## src/rtl/reg_file_mp.sv

```systemverilog
// Multi-port register file: NUM_RD combinational read ports, two prioritised
// synchronous write ports, optional write-to-read bypass and a post-reset init sweep.
module reg_file_mp #(
  parameter int DATA_W    = 32,
  parameter int ADDR_W    = 5,
  parameter int NUM_RD    = 2,
  parameter int ZERO_REG  = 1,
  parameter int BYPASS    = 1,
  parameter int INIT_MODE = 1
) (
  input  logic                       clk,
  input  logic                       rst,
  input  logic                       we0,
  input  logic [ADDR_W-1:0]          waddr0,
  input  logic [DATA_W-1:0]          wdata0,
  input  logic                       we1,
  input  logic [ADDR_W-1:0]          waddr1,
  input  logic [DATA_W-1:0]          wdata1,
  input  logic [NUM_RD*ADDR_W-1:0]   raddr,
  output logic [NUM_RD*DATA_W-1:0]   rdata,
  output logic                       busy,
  output logic                       wr_conflict,
  output logic                       zero_wr_err
);

  localparam int DEPTH = 2 ** ADDR_W;

  typedef enum logic {
    S_INIT = 1'b0,
    S_RUN  = 1'b1
  } state_t;

  state_t            state;
  state_t            state_nxt;
  logic [ADDR_W-1:0] ptr;
  logic [ADDR_W-1:0] ptr_nxt;
  logic [DATA_W-1:0] mem [DEPTH];

  logic run;
  logic zero_hit0;
  logic zero_hit1;
  logic wr0_ok;
  logic wr1_ok;

  function automatic logic [DATA_W-1:0] init_value(input logic [ADDR_W-1:0] idx);
    if (INIT_MODE != 0) begin
      return DATA_W'(idx);
    end
    return '0;
  endfunction

  assign run       = (state == S_RUN);
  assign busy      = (state == S_INIT);
  assign zero_hit0 = (ZERO_REG != 0) && we0 && (waddr0 == '0);
  assign zero_hit1 = (ZERO_REG != 0) && we1 && (waddr1 == '0);
  // A write is only effective in RUN and never to the hardwired zero register.
  assign wr0_ok    = run && we0 && !zero_hit0;
  assign wr1_ok    = run && we1 && !zero_hit1;

  always_ff @(posedge clk) begin
    if (rst) begin
      state <= S_INIT;
      ptr   <= '0;
    end else begin
      state <= state_nxt;
      ptr   <= ptr_nxt;
    end
  end

  always_comb begin
    state_nxt = state;
    ptr_nxt   = ptr;
    case (state)
      S_INIT: begin
        ptr_nxt = ptr + 1'b1;
        if (ptr == {ADDR_W{1'b1}}) begin
          state_nxt = S_RUN;
        end
      end
      S_RUN:   state_nxt = S_RUN;
      default: state_nxt = S_INIT;
    endcase
  end

  always_ff @(posedge clk) begin
    if (rst) begin
      wr_conflict <= 1'b0;
      zero_wr_err <= 1'b0;
    end else begin
      wr_conflict <= run && we0 && we1 && (waddr0 == waddr1);
      zero_wr_err <= run && (zero_hit0 || zero_hit1);
    end
  end

  // Storage carries no reset; the sweep gives it a defined value. Port 1 is
  // written last so it wins on an address collision.
  always_ff @(posedge clk) begin
    if (!rst) begin
      if (state == S_INIT) begin
        mem[ptr] <= init_value(ptr);
      end else begin
        if (wr0_ok) mem[waddr0] <= wdata0;
        if (wr1_ok) mem[waddr1] <= wdata1;
      end
    end
  end

  for (genvar k = 0; k < NUM_RD; k++) begin : g_rd
    logic [ADDR_W-1:0] ra;
    logic [DATA_W-1:0] rd;

    assign ra = raddr[k*ADDR_W +: ADDR_W];

    always_comb begin
      rd = mem[ra];
      if (!run) begin
        rd = '0;
      end else if ((ZERO_REG != 0) && (ra == '0)) begin
        rd = '0;
      end else if ((BYPASS != 0) && wr1_ok && (waddr1 == ra)) begin
        rd = wdata1;
      end else if ((BYPASS != 0) && wr0_ok && (waddr0 == ra)) begin
        rd = wdata0;
      end
    end

    assign rdata[k*DATA_W +: DATA_W] = rd;
  end

endmodule

```

## config.mk

```make
export PLATFORM = sky130hd
export DESIGN_NAME = reg_file_mp
export DESIGN_NICKNAME = d
export VERILOG_FILES = /design/src/rtl/reg_file_mp.sv
export SDC_FILE = /design/constraint.sdc
export NUM_CORES = 2
export LEC_CHECK = 0
export ABC_AREA = 0
export CORE_MARGIN = 2
export CORE_UTILIZATION = 50
export CTS_BUF_LIST = sky130_fd_sc_hd__clkbuf_16
export CTS_CLUSTER_SIZE = 8
export DETAILED_ROUTE_END_ITERATION = 16
export PLACE_DENSITY = 0.69
export SLEW_MARGIN = 20
export SYNTH_ARGS = -nofsm -noshare
export SYNTH_HDL_FRONTEND = slang
export SYNTH_SLANG_ARGS = --single-unit
```

## constraint.sdc

```tcl
create_clock -name clk -period 7.89 [get_ports clk]
set_input_delay 0.789 -clock clk [delete_from_list [all_inputs] [get_ports clk]]
set_output_delay 0.789 -clock clk [all_outputs]
set_load 0.05 [all_outputs]
```

Word level (Yosys, flattened, before mapping)
Memories as Yosys holds them, arrays and structs flattened.
Index checks and enable logic that the tools add are counted.
Operators by class
  add/subtract/negate cells: 1
  equality and inequality tests: 6
  muxes and demuxes: 29
  bitwise operators: 1
  reductions and logical operators: 21
Operators with widths (number)
  $mux 32: 11
  $reduce_or 32->1: 1
  $eq 5x5->1: 5
  $logic_not 5->1: 4
  $mux 1: 15
  $logic_and 1x1->1: 13
  $mux 5: 2
  $add 5x1->5 const B: 1
  $eq 5x5->1 const B: 1
  $logic_not 1->1: 2
  $pmux 1 s2: 1
  $logic_or 1x1->1: 1
  $not 1->1: 1
Storage, ports and cells
  flip-flop bits (word level): 8
  RAM bits: 1024
  bits of input ports: 88
  output and inout bits: 67
  word-level logic and storage cells: 63
  memories: 1
Memories
  mem: depth 32, bits a word 32, read ports 2, clocked after memory_dff 0, write ports 2, line 37  | logic [DATA_W-1:0] mem [DEPTH];

Logic depth before layout (Yosys ltp)
  depth after elaboration: 10
  depth in mapped cells: 9
  mapped depth without buffers: 5

Least setup slack after synthesis
Ideal clock, no wire load.
  kind: input -> register
  start: in waddr0[3]
  end: mem mem[2][0] (enable)
  library setup time: 0.466 ns
  data arrival time: 4.376 ns
  required time: 7.424 ns
  slack: 3.048 ns
  stages on the path: 8
  buffers on the path: 3
  path through: buf_2 > nor4b_4 > a211oi_4 > buf_6 > buf_6 > mux2i_4 > nand2_2 > o21ai_0
RTL lines
  from (decl): line 14  | input logic [ADDR_W-1:0] waddr0,
  to (decl): line 37

Worst setup path in the final report
  start: in raddr[4]
  end: out rdata[7]
On the way
  longest elaborated chain between the ends: 6
  elaborated cells on any way between the ends: 10
  those cells by class: 2 x eq/ne; 4 x mux; 3 x reduce/logical; 1 x memory
Ends and longest elaborated chain
  from (decl): line 19  | input logic [NUM_RD*ADDR_W-1:0] raddr,
  parallel branches: the longest is 4 deep, another holds $mem_v2 32x32
  $mux 32 (*): line 118  | end else if ((ZERO_REG != 0) && (ra == '0)) begin
  $mux 32 (*): line 116  | if (!run) begin
  to (decl): line 20  | output logic [NUM_RD*DATA_W-1:0] rdata,
Every way passes the cells marked *.

==> metrics <==
status complete, no violations; Static Leak 20.1 nW; die area roughly 120000 um^2; Clock Power Share approximately 45%; Layout Skew between 0.03 and 0.04 ns; Crit. End Element output port; sequential element share of the synthesized area roughly 52%; area grow syn2layout 10.4%; Final nets 4921; switching power between 2 and 3 mW; fmax between 150 and 200 MHz; Port Buffers roughly 150; synthesis warning total 0; Mean Syn Cell Area 11.9 um^2; Post-Syn Area slightly below 60000 um^2; Worst Setup Start Kind primary input; DR pass1 iterations 6; pwr/cell area 193 nW/um^2; flops & latches, synth around 1000; Worst R2R Start run; pin count of the biggest net entering global routing 80; Initial Util roughly half; CTS tree yes; Worst Setup SP raddr[4]; Post-DRT Antenna Nets 0; Comb power frac under 10%; Worst-Skew Late Latency just under 0.8 ns; post-DP HPWL between 100 and 150 mm; maximum VDD drop around 0.00014 V; max-cap violations 0; count of cell types in the netlist 66; setup TNS 0 ns; kind of critical path primary input to output port; Reg-to-Reg End mem[22][8]; Worst Tran Pin Value roughly 1.2 ns; gr usage total 36.0%; # IOs 155; # Post-CTS Setup Buffers 0; Util after Layout a little under three fifths; clk buf depth 3; gr ovfl total 0; # DRC 0; # resized after CTS 0; Sequential Power Share ~47%; final hold vios 0; FP Rows 126; R2R Setup Slk about 3.5 ns; Mapped Nets about 5100; final worst-path cycle share slightly above 80%; H-tree levels 4; final setup fails 0; min-delay worst type flip-flop to flip-flop; Async S/R FF share, synth 0%; worst-path fanout max 18; switching share of power approximately a quarter; worst path arrival time ~5.7 ns; Die X 349 um; WP data required between 7 and 8 ns; layout cell share with drive strength beyond 1 just under 20%; first-pass GRT wire length 312 mm; Placer Congestion just under 1; min Tclk post-route between 6 and 7 ns; number of synthesized flops with an enable pin between 1000 and 1500; post-synthesis instance total 5003; RSZ-0062 raised after global routing no; CTS Hold Bufs 0; Root Buffer Master clkbuf_16; area of the core between 100000 and 150000 um^2; routed via count about 46000; Worst-path clk slew 0.05 ns; Via density 7.21; drt wl/cell about 34 um; r2r worst-path depth 8; CP Capture Point rdata[7]; Die Ht roughly 350 um; CTS Buf Count around 150; initial drt markers just under 8000; CTS sink count 1032; Max-slew headroom approximately 19%; vias in the first global route between 40000 and 50000; ys flop type edfxtp_1; max-slew violations 0; antenna violations before repair 4; Routed WL ~220 mm; internal power about 9.7 mW
synth_stat cells (all sizes together), types with 3 or more instances:
cell type	number	share of area, %
a211oi	4	0.071
a21oi	158	1.3
and2	5	0.052
and4	3	0.044
buf	290	3.1
clkbuf	351	2.2
dfxtp	8	0.27
edfxtp	1024	52
inv	37	0.23
mux2i	77	1.3
mux4	510	19
nand2	960	6.1
nand2b	11	0.12
nand3	15	0.13
nand3b	9	0.11
nand4	3	0.042
nor2	188	1.2
nor2b	5	0.052
nor3	13	0.18
nor4	74	1.0
nor4b	3	0.080
o21ai	931	7.8
o22ai	248	2.6
o31ai	3	0.038
or2	4	0.042
or3	12	0.13
or3b	7	0.10
xnor2	12	0.18
xor2	16	0.23
layout make-up:
cell class / count / area (um^2)
Clock buffer: 151 / 3780
Clock inverter: 17 / 165
Antenna cell: 3 / 7.51
Multi-Input combinational cell: 3293 / 26000
Inverter: 37 / 139
Timing Repair Buffer: 320 / 2950
Fill cell: 9453 / 52400
Sequential cell: 1032 / 30900
Tap cell: 1536 / 1920
flip-flops by register name, indices dropped and copies added, names as in the netlist:
| name | flops |
|---|---|
| run | 1 |
| ptr | 5 |
| wr_conflict | 1 |
| mem | 1024 |
| zero_wr_err | 1 |
power by group through the flow:
stage | Sequential (mW) | Combinational (mW) | Clock, mW
finish | 6.02 | 0.975 | 5.72
global route | 6.02 | 0.994 | 5.91
CTS | 6.02 | 0.946 | 5.70
detailed placement | 6.12 | 0.943 | 0
global placement | 6.12 | 0.937 | 0
floorplan | 6.12 | 0.630 | 0
routing by layer:
metal / part of all wire, % / wire length (um) / global-route usage (%) / vias to the layer above
met5: 0.047 / 103 / 0 / -
met4: 7.7 / 17000 / 23.3 / 8
met3: 15 / 32800 / 9.72 / 967
met2: 45 / 98000 / 54.6 / 4201
met1: 33 / 72200 / 45.7 / 22317
li1: - / - / - / 18595
worst min-delay path by stage:
stage | startpoint | endpoint | slack [ns] | cells after the start
finish | ptr[1] | ptr[1] | 0.61 | 2
global route | ptr[1] | ptr[1] | 0.64 | 2
CTS | ptr[1] | ptr[1] | 0.60 | 2
detailed placement | ptr[1] | ptr[1] | 0.59 | 2
global placement | ptr[1] | ptr[1] | 0.58 | 2
floorplan | ptr[1] | ptr[1] | 0.54 | 2
metrics by stage:
step                total power, mW  instance area (um^2)  hold slack [ns]  setup WS [ns]  cells
floorplan                      6.75                 59700            0.540           3.05   5003
global placement               7.06                 61800            0.584           1.99   6214
detailed placement             7.07                 61900            0.591           1.92   6217
CTS                            12.7                 65800            0.599           1.88   6385
global route                   12.9                 65800            0.642           1.59   6386
finish                         12.7                 65800            0.610           1.39   6389
worst max-delay path, cell delays in order:
cell and delay, ns:
clkdlybuf4s50_1 1.05, or3b_2 0.78, buf_4 0.52, o22ai_1 0.17, nor4_1 0.93, mux2i_1 0.38, o21ai_0 0.26, clkdlybuf4s50_1 0.83
layout by cell type, fill, tap and decap left out, types with 4 or more instances in the layout:
cell type,synthesis,layout
mux2i_2,0,4
nand3b_1,9,9
edfxtp_1,1024,1024
or3b_2,6,6
nor2b_1,5,5
nor3_1,5,5
o21ai_0,872,862
nand3_1,15,13
o21ai_4,0,31
nand2_1,956,956
buf_2,184,8
buf_12,0,10
nand2_2,4,4
clkdlybuf4s50_1,0,142
nor4_1,63,63
nor2_4,4,13
dfxtp_1,8,8
mux4_2,510,510
xnor2_1,12,12
o21ai_1,59,38
inv_1,36,42
nor3_4,0,8
xor2_1,16,16
nor4_4,9,10
inv_6,0,4
o22ai_1,248,248
buf_8,0,4
nor2_1,184,175
or3_1,12,10
a21oi_1,157,157
buf_4,56,153
clkbuf_16,0,151
nand2b_1,11,10
mux2i_1,76,72
kinds of logic (layout without fill, tap and decap cells):
kind of cell | count (synthesis) | after routing | share of synthesized area [%]
adder cells (fa/ha/maj) | 2 | 2 | 0.0419
other | 0 | 3 | 0
AND/OR/NAND/NOR | 1319 | 1319 | 9.49
multiplexers | 589 | 589 | 20.6
XOR/XNOR | 28 | 28 | 0.411
flip-flops | 1032 | 1032 | 51.8
buffers and inverters | 678 | 525 | 5.55
AO/OA/AOI/OAI | 1355 | 1355 | 12.1
Power figures use the tool's default switching activity.
